--- src/rtl/tt_um_hoene_manchester_encoder_if.sv ---
// Payload handshake and serial-line bundle for the Manchester encoder.
// The producer side (master) offers payloads and observes the line.
interface tt_um_hoene_manchester_encoder_if;
    logic [30:0] in_data;
    logic        in_valid;
    logic        in_ready;
    logic        out;
    logic        out_busy;
    logic [5:0]  out_bit_index;

    modport master (
        output in_data,
        output in_valid,
        input  in_ready,
        input  out,
        input  out_busy,
        input  out_bit_index
    );

    modport slave (
        input  in_data,
        input  in_valid,
        output in_ready,
        output out,
        output out_busy,
        output out_bit_index
    );
endinterface

--- src/rtl/tt_um_hoene_manchester_encoder.sv ---
// Manchester encoder: low gap, then 31 payload bits MSB first plus
// an even-parity bit, each bit sent as two equal half-bit phases.
module tt_um_hoene_manchester_encoder #(
    parameter int HALF_BIT_CYCLES = 8,
    parameter int GAP_HALFBITS    = 4
) (
    input logic clk,
    input logic rst_n,
    tt_um_hoene_manchester_encoder_if.slave bus
);
    typedef enum logic [1:0] {
        IDLE,
        GAP,
        FIRST_HALF,
        SECOND_HALF
    } state_t;

    localparam logic [5:0] CNT_LAST = 6'(HALF_BIT_CYCLES - 1);
    localparam logic [3:0] GAP_LAST = 4'(GAP_HALFBITS - 1);

    state_t      state;
    logic [5:0]  cnt;
    logic [3:0]  gap_cnt;
    logic [30:0] shreg;
    logic        parity;
    logic [5:0]  idx;
    logic        line;

    logic wrap;
    logic cur_bit;
    logic next_bit;

    assign wrap     = (cnt == CNT_LAST);
    // Bit 31 is the parity bit, not a shift-register bit.
    assign cur_bit  = (idx == 6'd31) ? parity : shreg[30];
    assign next_bit = (idx == 6'd30) ? parity : shreg[29];

    assign bus.in_ready      = (state == IDLE);
    assign bus.out_busy      = (state != IDLE);
    assign bus.out           = line;
    assign bus.out_bit_index = idx;

    always_ff @(posedge clk or negedge rst_n) begin
        if (!rst_n) begin
            state   <= IDLE;
            cnt     <= '0;
            gap_cnt <= '0;
            shreg   <= '0;
            parity  <= 1'b0;
            idx     <= '0;
            line    <= 1'b0;
        end else begin
            cnt <= (state == IDLE || wrap) ? 6'd0 : cnt + 6'd1;
            unique case (state)
                IDLE: begin
                    if (bus.in_valid) begin
                        state   <= GAP;
                        shreg   <= bus.in_data;
                        parity  <= ^bus.in_data;
                        gap_cnt <= '0;
                        idx     <= '0;
                        line    <= 1'b0;
                    end
                end
                GAP: begin
                    if (wrap) begin
                        if (gap_cnt == GAP_LAST) begin
                            state <= FIRST_HALF;
                            line  <= ~shreg[30];
                        end else begin
                            gap_cnt <= gap_cnt + 4'd1;
                        end
                    end
                end
                FIRST_HALF: begin
                    if (wrap) begin
                        state <= SECOND_HALF;
                        line  <= cur_bit;
                    end
                end
                SECOND_HALF: begin
                    if (wrap) begin
                        if (idx == 6'd31) begin
                            state <= IDLE;
                            line  <= 1'b0;
                            idx   <= '0;
                        end else begin
                            state <= FIRST_HALF;
                            idx   <= idx + 6'd1;
                            shreg <= {shreg[29:0], 1'b0};
                            line  <= ~next_bit;
                        end
                    end
                end
                default: state <= IDLE;
            endcase
        end
    end
endmodule

--- src/flat_wrapper.sv ---
// flat-port wrapper written by rule: the top's interface ports become plain ports
module tt_um_hoene_manchester_encoder_flat 
#(
    parameter int HALF_BIT_CYCLES = 8,
    parameter int GAP_HALFBITS    = 4
)
  (clk, rst_n, bus_in_data, bus_in_valid, bus_in_ready, bus_out, bus_out_busy, bus_out_bit_index);
  tt_um_hoene_manchester_encoder_if bus_i ();
  input logic clk;
  input logic rst_n;
  input wire logic [$bits(bus_i.in_data)-1:0] bus_in_data;
  input wire logic [$bits(bus_i.in_valid)-1:0] bus_in_valid;
  output wire logic [$bits(bus_i.in_ready)-1:0] bus_in_ready;
  output wire logic [$bits(bus_i.out)-1:0] bus_out;
  output wire logic [$bits(bus_i.out_busy)-1:0] bus_out_busy;
  output wire logic [$bits(bus_i.out_bit_index)-1:0] bus_out_bit_index;
  assign bus_i.in_data = bus_in_data;
  assign bus_i.in_valid = bus_in_valid;
  assign bus_in_ready = bus_i.in_ready;
  assign bus_out = bus_i.out;
  assign bus_out_busy = bus_i.out_busy;
  assign bus_out_bit_index = bus_i.out_bit_index;
  tt_um_hoene_manchester_encoder #(.HALF_BIT_CYCLES(HALF_BIT_CYCLES), .GAP_HALFBITS(GAP_HALFBITS)) u_core (.clk(clk), .rst_n(rst_n), .bus(bus_i));
endmodule
--- config.mk ---
export PLATFORM = sky130hd
export DESIGN_NAME = tt_um_hoene_manchester_encoder_flat
export DESIGN_NICKNAME = d
export VERILOG_FILES = /design/src/rtl/tt_um_hoene_manchester_encoder_if.sv /design/src/rtl/tt_um_hoene_manchester_encoder.sv /design/src/flat_wrapper.sv
export SDC_FILE = /design/constraint.sdc
export NUM_CORES = 1
export LEC_CHECK = 0
export CAP_MARGIN = 20
export CORE_MARGIN = 3
export CORE_UTILIZATION = 55
export DETAILED_ROUTE_END_ITERATION = 8
export GPL_TIMING_DRIVEN = 1
export PLACE_DENSITY = 0.84
export REMOVE_ABC_BUFFERS = 1
export SLEW_MARGIN = 20
export SYNTH_ARGS = -nofsm -noshare
export SYNTH_HDL_FRONTEND = slang
export SYNTH_SLANG_ARGS = --single-unit
--- constraint.sdc ---
create_clock -name clk -period 4.95 [get_ports clk]
set_input_delay 0.7425 -clock clk [delete_from_list [all_inputs] [get_ports clk]]
set_output_delay 0.7425 -clock clk [all_outputs]
set_load 0.02 [all_outputs]
Word level (Yosys, flattened, before mapping) --
Cells that the tools add are included. W data, S select, Z words.
Cells by class: add/subtract/negate cells 3, equality and inequality tests 14, muxes and demuxes 29, bitwise operators 2, reduce and logical (&&, ||, !) cells 11
Operators with widths (count):
- $mux W31 | 3
- $pmux W31 S2 | 1
- $reduce_xor A31 Y1 | 1
- $mux W6 | 4
- $add A6 B1 Y6 const B | 2
- $eq A6 B5 Y1 const B | 2
- $mux W2 | 6
- $mux W4 | 3
- $pmux W6 S2 | 1
- $mux W1 | 8
- $ne A2 B1 Y1 const B | 4
- $pmux W2 S4 | 1
- $pmux W4 S2 | 1
- $reduce_and A4 Y1 | 2
- $eq A6 B3 Y1 const B | 1
- $ne A2 B2 Y1 const B | 3
- $reduce_bool A2 Y1 | 3
- $reduce_and A5 Y1 | 1
- $add A4 B1 Y4 const B | 1
- $eq A2 B2 Y1 const B | 2
- $eq A4 B2 Y1 const B | 1
- $pmux W1 S4 | 1
- $reduce_and A3 Y1 | 1
- $eq A2 B1 Y1 const B | 1
- other kinds (4) | 5
Storage, ports and cells: bits in registers 51, bits of input ports 34, output and inout bits 9, logic and storage cells 66

Longest topological paths before layout --
depth after elaboration 6, depth in mapped cells 8, gate-level depth less buffers 7

Worst setup path before layout --
OpenSTA, ideal clock, no wires.
kind input-to-reg, start point in bus_in_data[13], end point reg u_core.parity, setup time 0.125 ns, arrival time 1.765 ns, required time 4.825 ns, path slack 3.060 ns, cell stages on the path 5, buffers on the path 0, path through xnor3_1 -> xnor3_1 -> xnor3_1 -> xnor3_1 -> o21ai_1
On the way: cells in the longest elaborated chain, start to end 1
Ends and longest elaborated chain:
- start: declaration | line flat_wrapper.sv:11 | input wire logic [$bits(bus_i.in_data)-1:0] bus_in_data;
- $reduce_xor A31 Y1 | line tt_um_hoene_manchester_encoder.sv:59 | parity <= ^bus.in_data;
- end signal: assignment | line tt_um_hoene_manchester_encoder.sv:59
- end: declaration | line tt_um_hoene_manchester_encoder.sv:25 | logic parity;
Every way passes these cells. A chain may end at the register's enable or synchronous reset.

Worst setup path after layout --
start point reg u_core.state[0], end point reg u_core.shreg[1]
On the way: cells in the longest elaborated chain, start to end 3, elaborated cells on any way between the ends 8, those cells by class 4 x eq/ne; 1 x mux; 3 x reduce/logical
Ends and longest elaborated chain:
- start: declaration | line tt_um_hoene_manchester_encoder.sv:21 | state_t state;
- start signal: assignment | line tt_um_hoene_manchester_encoder.sv:45 | state <= IDLE;
- start signal: assignment | line tt_um_hoene_manchester_encoder.sv:57 | state <= GAP;
- start signal: assignment | line tt_um_hoene_manchester_encoder.sv:68 | state <= FIRST_HALF;
- $eq A2 B2 Y1 / $logic_not A2 Y1 (equally long branches) | line tt_um_hoene_manchester_encoder.sv:54 | unique case (state)
- $ne A2 B2 Y1 (no source line) (tied with other cells)
- $reduce_and A4 Y1 (no source line)
- end signal: assignment | line tt_um_hoene_manchester_encoder.sv:58 | shreg <= bus.in_data;
- end signal: assignment | line tt_um_hoene_manchester_encoder.sv:90 | shreg <= {shreg[29:0], 1'b0};
- end: declaration | line tt_um_hoene_manchester_encoder.sv:24 | logic [30:0] shreg;
Parallel ways exist; a longest one is shown, timed or not.

==> flow_summary.html <==
<table>
<tr><th>Metric</th><th>Value</th></tr>
<tr><th colspan="2">Clocking</th></tr>
<tr><td>Setup Fix Bufs, Post-CTS</td><td>0</td></tr>
<tr><td>Count of clock tree sinks</td><td>51</td></tr>
<tr><td>Source-to-sink clock delay at the later pin of the worst-skew pair</td><td>300 ps</td></tr>
<tr><td>Worst-path clk slew</td><td>90 ps</td></tr>
<tr><td>Buffer levels on the longest clock path</td><td>2</td></tr>
<tr><td>Clk Tree Root Cell</td><td>clkbuf_8</td></tr>
<tr><td>CTS buffer count</td><td>5</td></tr>
<tr><td>H-tree Lvls</td><td>2</td></tr>
<tr><td>CTS hold repair buffers</td><td>0</td></tr>
<tr><td>TritonCTS clock tree</td><td>built</td></tr>
<tr><td>Post_cts resized</td><td>0</td></tr>
<tr><th colspan="2">Floorplan</th></tr>
<tr><td>Boundary pin count</td><td>43</td></tr>
<tr><td>Starting density of the core</td><td>0.5939</td></tr>
<tr><td>Chip Height</td><td>78.82 um</td></tr>
<tr><td>Die outline width</td><td>78.82 um</td></tr>
<tr><td>Core outline area</td><td>4911 um^2</td></tr>
<tr><td>Std-Cell Rows</td><td>25</td></tr>
<tr><td>Die Footprint</td><td>6213 um^2</td></tr>
<tr><th colspan="2">Pwr</th></tr>
<tr><td>Cell-internal power</td><td>0.8505 mW</td></tr>
<tr><td>Share of power burned in combinational logic</td><td>0.328</td></tr>
<tr><td>IR drop worst, VDD</td><td>0.2257 mV</td></tr>
<tr><td>Switching power total</td><td>0.4309 mW</td></tr>
<tr><td>P_leak</td><td>1.634 nW</td></tr>
<tr><td>Fraction of power spent switching nets</td><td>0.3363</td></tr>
<tr><td>Pwr dens</td><td>375.7 nW/um^2</td></tr>
<tr><td>Sequential power share</td><td>0.493</td></tr>
<tr><td>Part of the power in the clock network</td><td>0.179</td></tr>
<tr><td>Post-layout total power</td><td>1.281 mW</td></tr>
<tr><th colspan="2">Placed design</th></tr>
<tr><td>Routability-driven placement congestion ratio</td><td>0.8154</td></tr>
<tr><td>Half-perimeter wire length after placement</td><td>3682 um</td></tr>
<tr><td>Count of port buffers added during placement</td><td>42</td></tr>
<tr><th colspan="2">Min path</th></tr>
<tr><td>Classification of the worst-slack hold path</td><td>reg -&gt; reg</td></tr>
<tr><th colspan="2">GRT</th></tr>
<tr><td>GRT Residual Overflow</td><td>0</td></tr>
<tr><td>First-pass GRT wire length</td><td>8783 um</td></tr>
<tr><td>Number of antenna violations at the first check in global routing</td><td>0</td></tr>
<tr><td>Pin count of the biggest net entering global routing</td><td>52</td></tr>
<tr><td>Number of global-route vias before repair</td><td>1938</td></tr>
<tr><td>Global Route Usage Sum</td><td>0.1764</td></tr>
<tr><th colspan="2">Timing</th></tr>
<tr><td>Peak Freq</td><td>0.3492 GHz</td></tr>
<tr><td>Transition time at the pin with the least slew margin</td><td>954.0 ps</td></tr>
<tr><td>Clock skew after layout</td><td>10.33 ps</td></tr>
<tr><td>Setup repair after global routing missed its margin</td><td>no</td></tr>
<tr><td>Total negative setup slack</td><td>0 ps</td></tr>
<tr><td>Final hold violation count</td><td>0</td></tr>
<tr><td>Period minus WS final</td><td>2863 ps</td></tr>
<tr><td>Worst-case headroom to the max-slew limit</td><td>0.3618</td></tr>
<tr><td>Share of the cycle needed by the critical path after routing</td><td>0.5785</td></tr>
<tr><td>Final setup vio count</td><td>0</td></tr>
<tr><td>Count of final max-slew check failures</td><td>0</td></tr>
<tr><th colspan="2">Synth</th></tr>
<tr><td>Post-synth design cell area</td><td>2917 um^2</td></tr>
<tr><td>Number of instances in the synthesized netlist</td><td>271</td></tr>
<tr><td>Yosys cell types</td><td>40</td></tr>
<tr><td>Synth warn</td><td>0</td></tr>
<tr><td>#FFs+latches synth</td><td>51</td></tr>
<tr><td>Average footprint of a synthesized cell</td><td>10.76 um^2</td></tr>
<tr><td>Share of synthesized area occupied by flip-flops and latches</td><td>0.4376</td></tr>
<tr><th colspan="2">Cells and area</th></tr>
<tr><td>Area Overhead vs Synth</td><td>16.95%</td></tr>
<tr><td>Filler cell count</td><td>393</td></tr>
<tr><td>Proportion of layout cells with a drive suffix above 1</td><td>0.1484</td></tr>
<tr><td>Final Net Count</td><td>347</td></tr>
<tr><td>Number of antenna diodes</td><td>0</td></tr>
<tr><th colspan="2">Detailed routing</th></tr>
<tr><td>Number of DRC violations after detailed routing</td><td>0</td></tr>
<tr><td>Violation count after the first detailed-route iteration</td><td>85</td></tr>
<tr><td>Vias per cell</td><td>5.419</td></tr>
<tr><td>First drt pass iteration count</td><td>4</td></tr>
<tr><td>Detailed-route via count</td><td>2043</td></tr>
<tr><td>Wire length per cell after detailed routing</td><td>13.35 um</td></tr>
<tr><td>Antenna-violating nets left</td><td>0</td></tr>
<tr><td>Wire length after detailed routing</td><td>5032 um</td></tr>
<tr><th colspan="2">Worst setup path</th></tr>
<tr><td>Endpoint type of the worst setup path</td><td>register</td></tr>
<tr><td>Largest driver fanout on the critical path</td><td>33</td></tr>
<tr><td>Startpoint type of the worst setup path</td><td>register</td></tr>
<tr><td>Data required time at the worst endpoint</td><td>5170 ps</td></tr>
<tr><td>Critical path start-end classification</td><td>reg -&gt; reg</td></tr>
<tr><td>CP arrival</td><td>3090 ps</td></tr>
<tr><th colspan="2">Run status</th></tr>
<tr><td>Run status</td><td>complete, no violations</td></tr>
<tr><th colspan="2">Run</th></tr>
<tr><td># Max-Cap Violations</td><td>0</td></tr>
</table>
path summary, 6_finish.rpt:
path / start / slack (ps) / depth (start not counted) / to
worst max-delay path: u_core.state[0]$_DFFE_PN0P_ / 2090 / 6 / u_core.shreg[1]$_DFFE_PN0P_
worst min-delay path: u_core.shreg[13]$_DFFE_PN0P_ / 480 / 2 / u_core.shreg[13]$_DFFE_PN0P_
worst max register to register: u_core.state[0]$_DFFE_PN0P_ / 2090 / 6 / u_core.shreg[1]$_DFFE_PN0P_
worst min register to register: u_core.shreg[13]$_DFFE_PN0P_ / 480 / 2 / u_core.shreg[13]$_DFFE_PN0P_
min in group asynchronous: rst_n / 540 / 2 / u_core.state[1]$_DFFE_PN0P_
max in group asynchronous: rst_n / 4000 / 2 / u_core.shreg[5]$_DFFE_PN0P_
cell usage in the layout (no fill, tap or decap), types with 2 or more instances in the layout:
master           netlist  final
a21oi_1                5      5
and2_1                 2      2
and3_1                 2      2
buf_4                  0      2
clkbuf_1               2      2
clkbuf_8               0      5
clkdlybuf4s50_1        0     41
dfrtp_1               51     51
ha_1                   4      4
inv_1                  4      4
mux2i_1               32     32
nand2_1               40     39
nand3_1                7      7
nand4_1                2      2
nor2_1                 9      9
nor3_1                 2      2
o21ai_0                3      3
o21ai_1               12     12
o21ai_2               30     30
o31ai_1                2      2
or3_1                  2      2
xnor2_1               23     23
xnor3_1                4      4
xor2_1                 5      5
critical path: stages (launching register included):
cell and delay (ps):
dfrtp_1 520, nand2_2 760, a21o_1 210, a22o_2 600, buf_4 490, nand2_1 130
o21ai_2 70
per-layer routing:
metal	part of all wire	GRT usage	up-vias
met5	0	0	-
met4	0.010	0.04639	0
met3	0.043	0.03855	4
met2	0.47	0.2954	42
met1	0.48	0.2331	973
li1	-	-	1024
synthesized netlist by cell type, drive strengths merged:
master / count / area share
a21o: 1 / 0.0026
a21oi: 5 / 0.0086
a22o: 2 / 0.0060
a32o: 1 / 0.0034
and2: 2 / 0.0043
and3: 2 / 0.0043
and4b: 1 / 0.0034
buf: 11 / 0.033
clkbuf: 2 / 0.0026
dfrtp: 51 / 0.44
ha: 4 / 0.017
inv: 4 / 0.0051
mux2i: 32 / 0.11
nand2: 40 / 0.051
nand2b: 1 / 0.0021
nand3: 8 / 0.015
nand4: 2 / 0.0043
nand4b: 1 / 0.0030
nor2: 10 / 0.015
nor2b: 1 / 0.0021
nor3: 2 / 0.0034
nor4: 1 / 0.0073
nor4b: 1 / 0.0030
o211ai: 1 / 0.0026
o21ai: 45 / 0.12
o311ai: 1 / 0.0030
o31ai: 2 / 0.0051
or2: 2 / 0.0043
or3: 2 / 0.0043
or4: 1 / 0.0039
xnor2: 23 / 0.069
xnor3: 4 / 0.031
xor2: 5 / 0.015
final cells by class:
cell class	count	area [um^2]	area share
inverters	4	15.01	0.004402
multi-input cells	203	1524	0.4468
flip-flops and latches	51	1276	0.3742
repair buffers	44	430.4	0.1262
clock inverters	1	5.005	0.001467
clock buffers	7	76.32	0.02238
well taps	67	83.83	0.02458
cells by family (layout without fill, tap and decap cells):
kind of cell               Yosys count  in the layout  synth area share
AOI/OAI and AO/OA                   58             58            0.1471
xor gates and xnor gates            32             32            0.1150
adders and majority gates            4              4           0.01716
buffers and inverters               17             56           0.04118
DFF                                 51             51            0.4376
muxes                               32             32            0.1098
and+or+nand+nor                     77             77            0.1321
through the flow:
| stage | setup slack [ps] | cell area (um^2) | hold WS, ps | util | cells |
|---|---|---|---|---|---|
| floorplan | 1304 | 2811 | 443.7 | - | 258 |
| finish | 2087 | 3411 | 481.9 | 0.6945 | 377 |
| detailed placement | 2079 | 3329 | 465.1 | 0.6780 | 369 |
| global placement | 2169 | 3329 | 458.8 | 0.6780 | 369 |
| CTS | 2057 | 3411 | 485.6 | 0.6945 | 377 |
| global route | 1821 | 3411 | 506.9 | 0.6945 | 377 |
state kept, by name, summed over array words and instances, names as in the netlist:
| signal | flops |
|---|---|
| u_core.parity | 1 |
| u_core.cnt | 6 |
| u_core.gap_cnt | 4 |
| u_core.shreg | 31 |
| u_core.state | 2 |
| u_core.bus.out | 1 |
| u_core.bus.out_bit_index | 6 |
power by group through the flow:
| stage | Combinational, mW | Clock, mW | Sequential, mW |
|---|---|---|---|
| floorplan | 0.312 | 0 | 0.618 |
| finish | 0.420 | 0.229 | 0.632 |
| global placement | 0.415 | 0 | 0.633 |
| global route | 0.468 | 0.259 | 0.649 |
| detailed placement | 0.428 | 0 | 0.635 |
| CTS | 0.428 | 0.239 | 0.631 |
Power figures use the tool's default switching activity.
